$ cat config.mk
export PLATFORM = sky130hd
export DESIGN_NAME = fabric_switch_cfg_loader
export DESIGN_NICKNAME = d
export VERILOG_FILES = /design/src/rtl/fabric_switch_cfg_loader.sv
export SDC_FILE = /design/constraint.sdc
export NUM_CORES = 1
export LEC_CHECK = 0
export ABC_AREA = 0
export ABC_CLOCK_PERIOD_IN_PS = 1800
export CORE_MARGIN = 4
export CORE_UTILIZATION = 40
export DETAILED_ROUTE_END_ITERATION = 10
export PLACE_DENSITY = 0.74
export SLEW_MARGIN = 15
export SYNTH_ARGS = -nofsm -noshare
export SYNTH_HDL_FRONTEND = slang
export SYNTH_SLANG_ARGS = --single-unit
export TNS_END_PERCENT = 30
$ cat constraint.sdc
create_clock -name clk -period 1.8 [get_ports clk]
set_input_delay 0.36 -clock clk [delete_from_list [all_inputs] [get_ports clk]]
set_output_delay 0.36 -clock clk [all_outputs]
set_load 0.1 [all_outputs]
$ cat src/rtl/fabric_switch_cfg_loader.sv
// Streams a route table into a shadow register, quiesces the switch,
// then swaps the shadow into the live route table in one cycle.
module fabric_switch_cfg_loader #(
  parameter int NUM_INPUTS    = 4,
  parameter int NUM_CONNECTED = 16,
  parameter int WORD_WIDTH    = 32,
  parameter int DRAIN_TIMEOUT = 255,
  parameter logic [NUM_CONNECTED-1:0] RESET_ROUTE = '0
) (
  input  logic                     clk,
  input  logic                     rst_n,
  input  logic                     cfg_valid,
  output logic                     cfg_ready,
  input  logic [WORD_WIDTH-1:0]    cfg_data,
  input  logic                     cfg_last,
  input  logic [NUM_INPUTS-1:0]    sw_in_valid,
  output logic                     gate,
  output logic [NUM_CONNECTED-1:0] cfg_route_table,
  output logic                     cfg_busy,
  output logic                     cfg_done,
  output logic                     error_valid,
  output logic [15:0]              error_code
);

  localparam int NUM_WORDS =
    (NUM_CONNECTED + WORD_WIDTH - 1) / WORD_WIDTH;
  localparam int WIDX_W = $clog2(NUM_WORDS + 1);
  localparam int PAD_W  = NUM_WORDS * WORD_WIDTH;
  localparam int CNT_W  =
    (DRAIN_TIMEOUT > 1) ? $clog2(DRAIN_TIMEOUT) : 1;

  localparam logic [CNT_W-1:0] CNT_MAX = CNT_W'(DRAIN_TIMEOUT - 1);

  localparam logic [15:0] ERR_SHORT = 16'd4;
  localparam logic [15:0] ERR_LONG  = 16'd5;
  localparam logic [15:0] ERR_DRAIN = 16'd263;

  typedef enum logic [1:0] {
    S_IDLE,
    S_LOAD,
    S_DRAIN,
    S_ERROR
  } state_t;

  state_t                   state;
  logic [WIDX_W-1:0]        widx;
  logic [CNT_W-1:0]         drain_cnt;
  logic [NUM_CONNECTED-1:0] shadow;
  logic [NUM_CONNECTED-1:0] shadow_nxt;
  logic [PAD_W-1:0]         pad;
  logic                     accept;
  logic                     at_last;
  logic                     before_last;
  int                       sel;

  assign cfg_ready = (state == S_IDLE) || (state == S_LOAD);
  assign gate      = (state == S_DRAIN);
  assign cfg_busy  = (state == S_LOAD) || (state == S_DRAIN);
  assign accept    = cfg_valid && cfg_ready;

  assign at_last     = (int'(widx) == NUM_WORDS - 1);
  assign before_last = (int'(widx) <  NUM_WORDS - 1);

  // Bits of the final word beyond NUM_CONNECTED fall off the padded view.
  always_comb begin
    sel = (state == S_IDLE) ? 0 : int'(widx);
    pad = '0;
    pad[NUM_CONNECTED-1:0] = shadow;
    if (sel < NUM_WORDS) begin
      pad[sel*WORD_WIDTH +: WORD_WIDTH] = cfg_data;
    end
    shadow_nxt = pad[NUM_CONNECTED-1:0];
  end

  always_ff @(posedge clk or negedge rst_n) begin
    if (!rst_n) begin
      state           <= S_IDLE;
      widx            <= '0;
      drain_cnt       <= '0;
      shadow          <= '0;
      cfg_route_table <= RESET_ROUTE;
      cfg_done        <= 1'b0;
      error_valid     <= 1'b0;
      error_code      <= '0;
    end else begin
      cfg_done <= 1'b0;
      unique case (state)
        S_IDLE: begin
          if (accept) begin
            shadow <= shadow_nxt;
            if (!cfg_last) begin
              widx  <= WIDX_W'(1);
              state <= S_LOAD;
            end else if (NUM_WORDS == 1) begin
              drain_cnt <= '0;
              state     <= S_DRAIN;
            end else begin
              state <= S_ERROR;
              if (!error_valid) begin
                error_valid <= 1'b1;
                error_code  <= ERR_SHORT;
              end
            end
          end
        end
        S_LOAD: begin
          if (accept) begin
            shadow <= shadow_nxt;
            widx   <= widx + WIDX_W'(1);
            if (cfg_last && at_last) begin
              widx      <= '0;
              drain_cnt <= '0;
              state     <= S_DRAIN;
            end else if (cfg_last && before_last) begin
              state <= S_ERROR;
              if (!error_valid) begin
                error_valid <= 1'b1;
                error_code  <= ERR_SHORT;
              end
            end else if (!before_last) begin
              state <= S_ERROR;
              if (!error_valid) begin
                error_valid <= 1'b1;
                error_code  <= ERR_LONG;
              end
            end
          end
        end
        S_DRAIN: begin
          if (sw_in_valid == '0) begin
            cfg_route_table <= shadow;
            cfg_done        <= 1'b1;
            widx            <= '0;
            state           <= S_IDLE;
          end else if (drain_cnt == CNT_MAX) begin
            state <= S_ERROR;
            if (!error_valid) begin
              error_valid <= 1'b1;
              error_code  <= ERR_DRAIN;
            end
          end else begin
            drain_cnt <= drain_cnt + CNT_W'(1);
          end
        end
        S_ERROR: begin
          state <= S_ERROR;
        end
      endcase
    end
  end

endmodule

== After elaboration in Yosys (flattened, before gate mapping) ==
Index checks and enable logic that the tools add are counted.

* Register bits after elaboration: 61
* Output and inout port bits: 37
* Logic and storage cells: 84

* Add/subtract/negate cells: 3
* Order comparisons: 1
* Equal/unequal tests: 17
* Shifts and indexed selects: 2
* Mux-type cells: 36
* Bitwise gates (word level): 1
* Reduce and logical (&&, ||, !) cells: 16

{| class="wikitable"
|+ Operators with widths
! cell !! number
|-
| 16-bit two-way mux || 6
|-
| 8-bit two-way mux || 6
|-
| 6-bit negator with 33-bit output || 1
|-
| 32-bit by 33-bit variable shift with 32-bit output (first input constant) || 1
|-
| 32-bit by 33-bit indexed part select with 32-bit output || 1
|-
| 32-bit bitwise mux || 1
|-
| 16-bit one-hot mux with 2 select lines || 1
|-
| 8-bit one-hot mux with 3 select lines || 1
|-
| 2-bit != test (second input constant) || 9
|-
| 7-bit AND reduction || 2
|-
| 1-bit two-way mux || 13
|-
| 2-bit two-way mux || 5
|-
| 5-bit AND reduction || 2
|-
| 8-bit by 1-bit adder with 8-bit output (second input constant) || 1
|-
| 8-bit == test (second input constant) || 1
|-
| 2-bit one-hot mux with 4 select lines || 1
|-
| 2-bit by 1-bit != test with 1-bit output (second input constant) || 3
|-
| 3-bit AND reduction || 2
|-
| 2-bit == test (second input constant) || 2
|-
| 4-bit logical NOT || 1
|-
| 3-bit by 1-bit != test with 1-bit output (second input constant) || 1
|-
| 1-bit one-hot mux with 3 select lines || 1
|-
| 3-bit nonzero test || 1
|-
| 2-bit by 1-bit == test with 1-bit output (second input constant) || 1
|-
| other kinds (10) || 12
|}

== Longest topological paths before layout ==
* Depth in word-level cells: 5
* Depth in mapped cells: 8
* Gate-level depth less buffers: 6

== Worst setup path after synthesis ==
No wires, ideal clock.

* Path type: flip-flop to flip-flop
* From: reg state[0]
* To: reg cfg_route_table[10]
* Arrival time: 2.322 ns
* Required time: 1.672 ns
* Slack: -0.650 ns
* Cell stages (with the launch flop): 6
* Buffers on the path: 1
* Period minus slack after synthesis: 2.450 ns
* Path through: dfrtp_1 inv_1 ha_1 nand2_2 buf_4 mux2_1

* Word-level cells in the longest chain between the ends: 2

{| class="wikitable"
|+ Ends and longest elaborated chain
! what !! RTL line !! source
|-
| start, declared || 45 || <nowiki>state_t state;</nowiki>
|-
| start signal, assigned || 77 || <nowiki>state <= S_IDLE;</nowiki>
|-
| start signal, assigned || 93 || <nowiki>state <= S_LOAD;</nowiki>
|-
| start signal, assigned || 96 || <nowiki>state <= S_DRAIN;</nowiki>
|-
| 2-bit == test || - ||
|-
| named net gate || 17 || <nowiki>output logic gate,</nowiki>
|-
| 2-bit AND reduction (no line) || - ||
|-
| end signal, assigned || 131 || <nowiki>cfg_route_table <= shadow;</nowiki>
|-
| end, declared || 18 || <nowiki>output logic [NUM_CONNECTED-1:0] cfg_route_table,</nowiki>
|}

The timed path passes the listed nets, and every way through them passes these cells.
A chain may end at the register's enable or synchronous reset.

== Worst setup path in the final report ==
* From: reg state[1]
* To: out cfg_ready

* Word-level cells in the longest chain between the ends: 2

{| class="wikitable"
|+ Ends and longest elaborated chain
! what !! RTL line !! source
|-
| 2-bit by 1-bit == test with 1-bit output or 2-bit logical NOT (tied branches) || 56 || <nowiki>assign cfg_ready = (state == S_IDLE) || (state == S_LOAD);</nowiki>
|-
| 1-bit logical OR (*) || 56 ||
|-
| end, declared || 13 || <nowiki>output logic cfg_ready,</nowiki>
|}

Every way passes the cells marked *; elsewhere a longest branch is shown, timed or not.

==> metrics.yaml <==
global_route:
  grt_pass1_vias: 1757
  antenna_found_initial: 0
  grt.overflow.total: 0
  grt_max_degree: 24
  grt_pass1_wl_mm: 8.34
  grt_use_total_pct: 14.6
routing:
  dr.pass1.iters: 4
  route.detailed.drc: 0
  vias: 1722
  wl_per_cell_um: 14.9
  dr_wl_met2_mm: 2.50
  wl_met3_um: 374
  via_per_inst: 5.11
  routed_wl_mm: 5.01
  top_layer_used: "met4"
  detail-route-antenna-nets: 0
  drt_iter0_markers: 68
  met1_length_mm: 2.05
logic_synthesis:
  synth_edf_count: 0
  synthXorXnorAreaFrac_pct: 0
  synth_top_family_by_area: "multiplexers"
  ys.flop_type: "dfrtp_1"
  yosys.area_share.simple_pct: 12.0
  yosysTopAreaCell: "dfrtp_1"
  yosysMostFrequentCell: "dfrtp_1"
  muxShareOfSynthArea_pct: 16.3
  ys_seq_area_share_pct: 49.9
  synthAdderAreaFrac_pct: 3.72
  synthTopCellsByCount: "47 x dfrtp_1, 26 x mux2_1, 16 x buf_4"
  synth_top_cells_by_area: "dfrtp_1 50%, mux2_1 12%, buf_4 5.1%"
  postSynthCellCount: 192
  synth_area_um2: 2360
  avgSynthCellArea_um2: 12.3
  ys_types: 47
  synth_warnings: 0
  synth_top_area_share_pct: 49.9
  synth-compound-area-share_pct: 11.3
  ys_async_sr_fraction_pct: 100
  ys_seq_elements: 47
clocking:
  root_buffer: "clkbuf_8"
  clk_pin_slew_ns: 0.08
  hold_buffers: 0
  cts_inserted_buffers: 5
  clock-sinks: 47
  cts_tree: "done"
  clk_latency_ns: 0.30
  cts_buffer_depth: 2
  cts_max_level: 2
run:
  drv_cap: 0
run_status:
  violations: "setup timing"
  status: "finished, violations left"
floorplanning:
  start_util_pct: 42.0
  fp.dieH_um: 84.8
  die-area_um2: 7190
  core_area_um2: 5610
  row_count: 27
  die_x_um: 84.8
  io_pins: 77
power_and_ir_drop:
  power.switching_mw: 2.85
  comb_power_share_pct: 61.4
  p_leak_nw: 1.56
  peakVddDrop_mv: 2.02
  power_density_nw_per_um2: 1770
  internal_power_mw: 3.45
  pwr-share-seq_pct: 26.7
  p_clk_share_pct: 11.9
  sw_frac_of_total_pct: 45.3
setup_path:
  max_stage_delay_ns: 0.40
  crit_fanout: 3
  cp.buffers_inverters: 3
  end_kind: "primary output"
  arrival_ns: 1.50
  required_ns: 1.44
  worstSetupPathType: "flop to primary output"
  startpoint_type: "flop"
  crit_family: "flip-flops"
  critical_path.cell_chain: "inv_2, ha_4, buf_6, or2_4, buf_12"
  slowest_stage: "dfrtp_1"
final_layout:
  syn2layout_area_growth_pct: 50.8
  finalNetCount: 312
  post-route-util_pct: 63.4
  diodes: 0
  drive_gt1_share_pct: 36.6
  design_area_um2: 3560
timing:
  worst_slack_ns: -0.0605
  fin_crit_sh_pct: 103
  setup_viol: 2
  finalClockSkew_ns: 0.00510
  hold_viol_final: 0
  fmax_ghz: 0.537
  rsz0062_at_grt: "true"
  finalMaxSlewViolations: 0
  period_minus_slack_ns: 1.86
placed_design:
  numPortBuffers: 48
  placed_cell_area_um2: 3280
  dp_hpwl_mm: 3.69
  gp_congestion: 0.869
min_path:
  hp-class: "input pin to asynchronous set/reset pin"
==> final cells by class <==
type	instances	area (µm²)
timing repair buffer	74	965
inverter	6	22.5
multi-input combinational	131	1190
tap	72	90.1
sequential	47	1180
fill	440	2050
clock inverter	2	37.5
clock buffer	5	68.8
==> worst register-to-register path, delay by kind of cell, from the launching register on <==
family / cells / cell delay, ns
compound gates: 2 / 0.37
fa+ha+maj: 1 / 0.17
buf+inv: 2 / 0.30
flops: 1 / 0.41
simple gates: 2 / 0.48
==> power by group through the flow <==
stage,Sequential (mW),Combinational (mW),Clock (mW)
floorplan,2.47,1.45,0
global placement,1.67,3.52,0
detailed placement,1.69,3.58,0
CTS,1.67,3.66,0.781
global route,1.73,4.09,0.827
finish,1.68,3.87,0.753
==> path summary, 6_finish.rpt <==
kind	start	endpoint	slack, ns	cells after the start
hold / removal	rst_n	cfg_route_table[13]	0.006	1
max in group asynchronous	rst_n	error_valid	1.21	2
setup reg to reg	state[1]	drain_cnt[4]	-0.01	7
hold reg to reg	shadow[11]	cfg_route_table[11]	0.49	1
setup / recovery	state[1]	cfg_ready	-0.06	5
min in group clk	shadow[11]	cfg_route_table[11]	0.49	1
==> placed cells by master, fill, tap and decap left out, drive strengths merged, types with 2 or more instances in the layout <==
cell / instances
buf: 52
dfrtp: 47
mux2: 33
clkdlybuf4s50: 22
conb: 12
nand2: 12
o21ai: 8
nand3: 7
ha: 7
inv: 6
clkbuf: 5
or4: 5
o211ai: 4
o311ai: 4
a21oi: 4
nor2: 4
nor2b: 3
and3: 3
or2: 3
nor3: 2
a41oi: 2
a21o: 2
nand4: 2
or3: 2
==> kinds of logic (layout without fill, tap and decap cells) <==
group,after synthesis,count (layout)
flops,47,47
mux,34,34
simple gates,46,46
buf+inv,25,87
fa+ha+maj,7,7
compound gates,32,32
other cells,1,12
==> repair_timing <==
| item | CTS | global route |
|---|---|---|
| pin swaps | 2 | 11 |
| setup endpoints to repair | 17 | 12 |
| cloned | 0 | 0 |
| gates resized for setup | 7 | 21 |
| endpoints found under the hold margin | 0 | 0 |
| buffers inserted | 2 | 4 |
==> stage by stage <==
step / total power [mW] / TNS, ns / hold slack [ns] / instances / setup WS (ns)
finish: 6.30 / -0.0737 / 0.00618 / 337 / -0.0605
CTS: 6.11 / -0.238 / 0.0142 / 333 / -0.0888
global placement: 5.19 / -5.27 / 0.344 / 325 / -0.268
detailed placement: 5.27 / -5.62 / 0.355 / 325 / -0.282
global route: 6.65 / -0.308 / 0.0401 / 337 / -0.112
floorplan: 3.91 / -1.09 / 0.0644 / 203 / -0.165
==> registers in the layout, summed over array words and instances (netlist names) <==
name             count
cfg_route_table     16
drain_cnt            8
error_code           2
widx                 1
error_valid          1
shadow              16
state                2
cfg_done             1
==> layer usage <==
metal / vias up / track usage [%]
met5: - / 0
met4: 0 / 5.90
met3: 9 / 5.30
met2: 53 / 23.8
met1: 841 / 17.5
li1: 819 / -
Note: power is estimated with default switching activity, not from simulation.
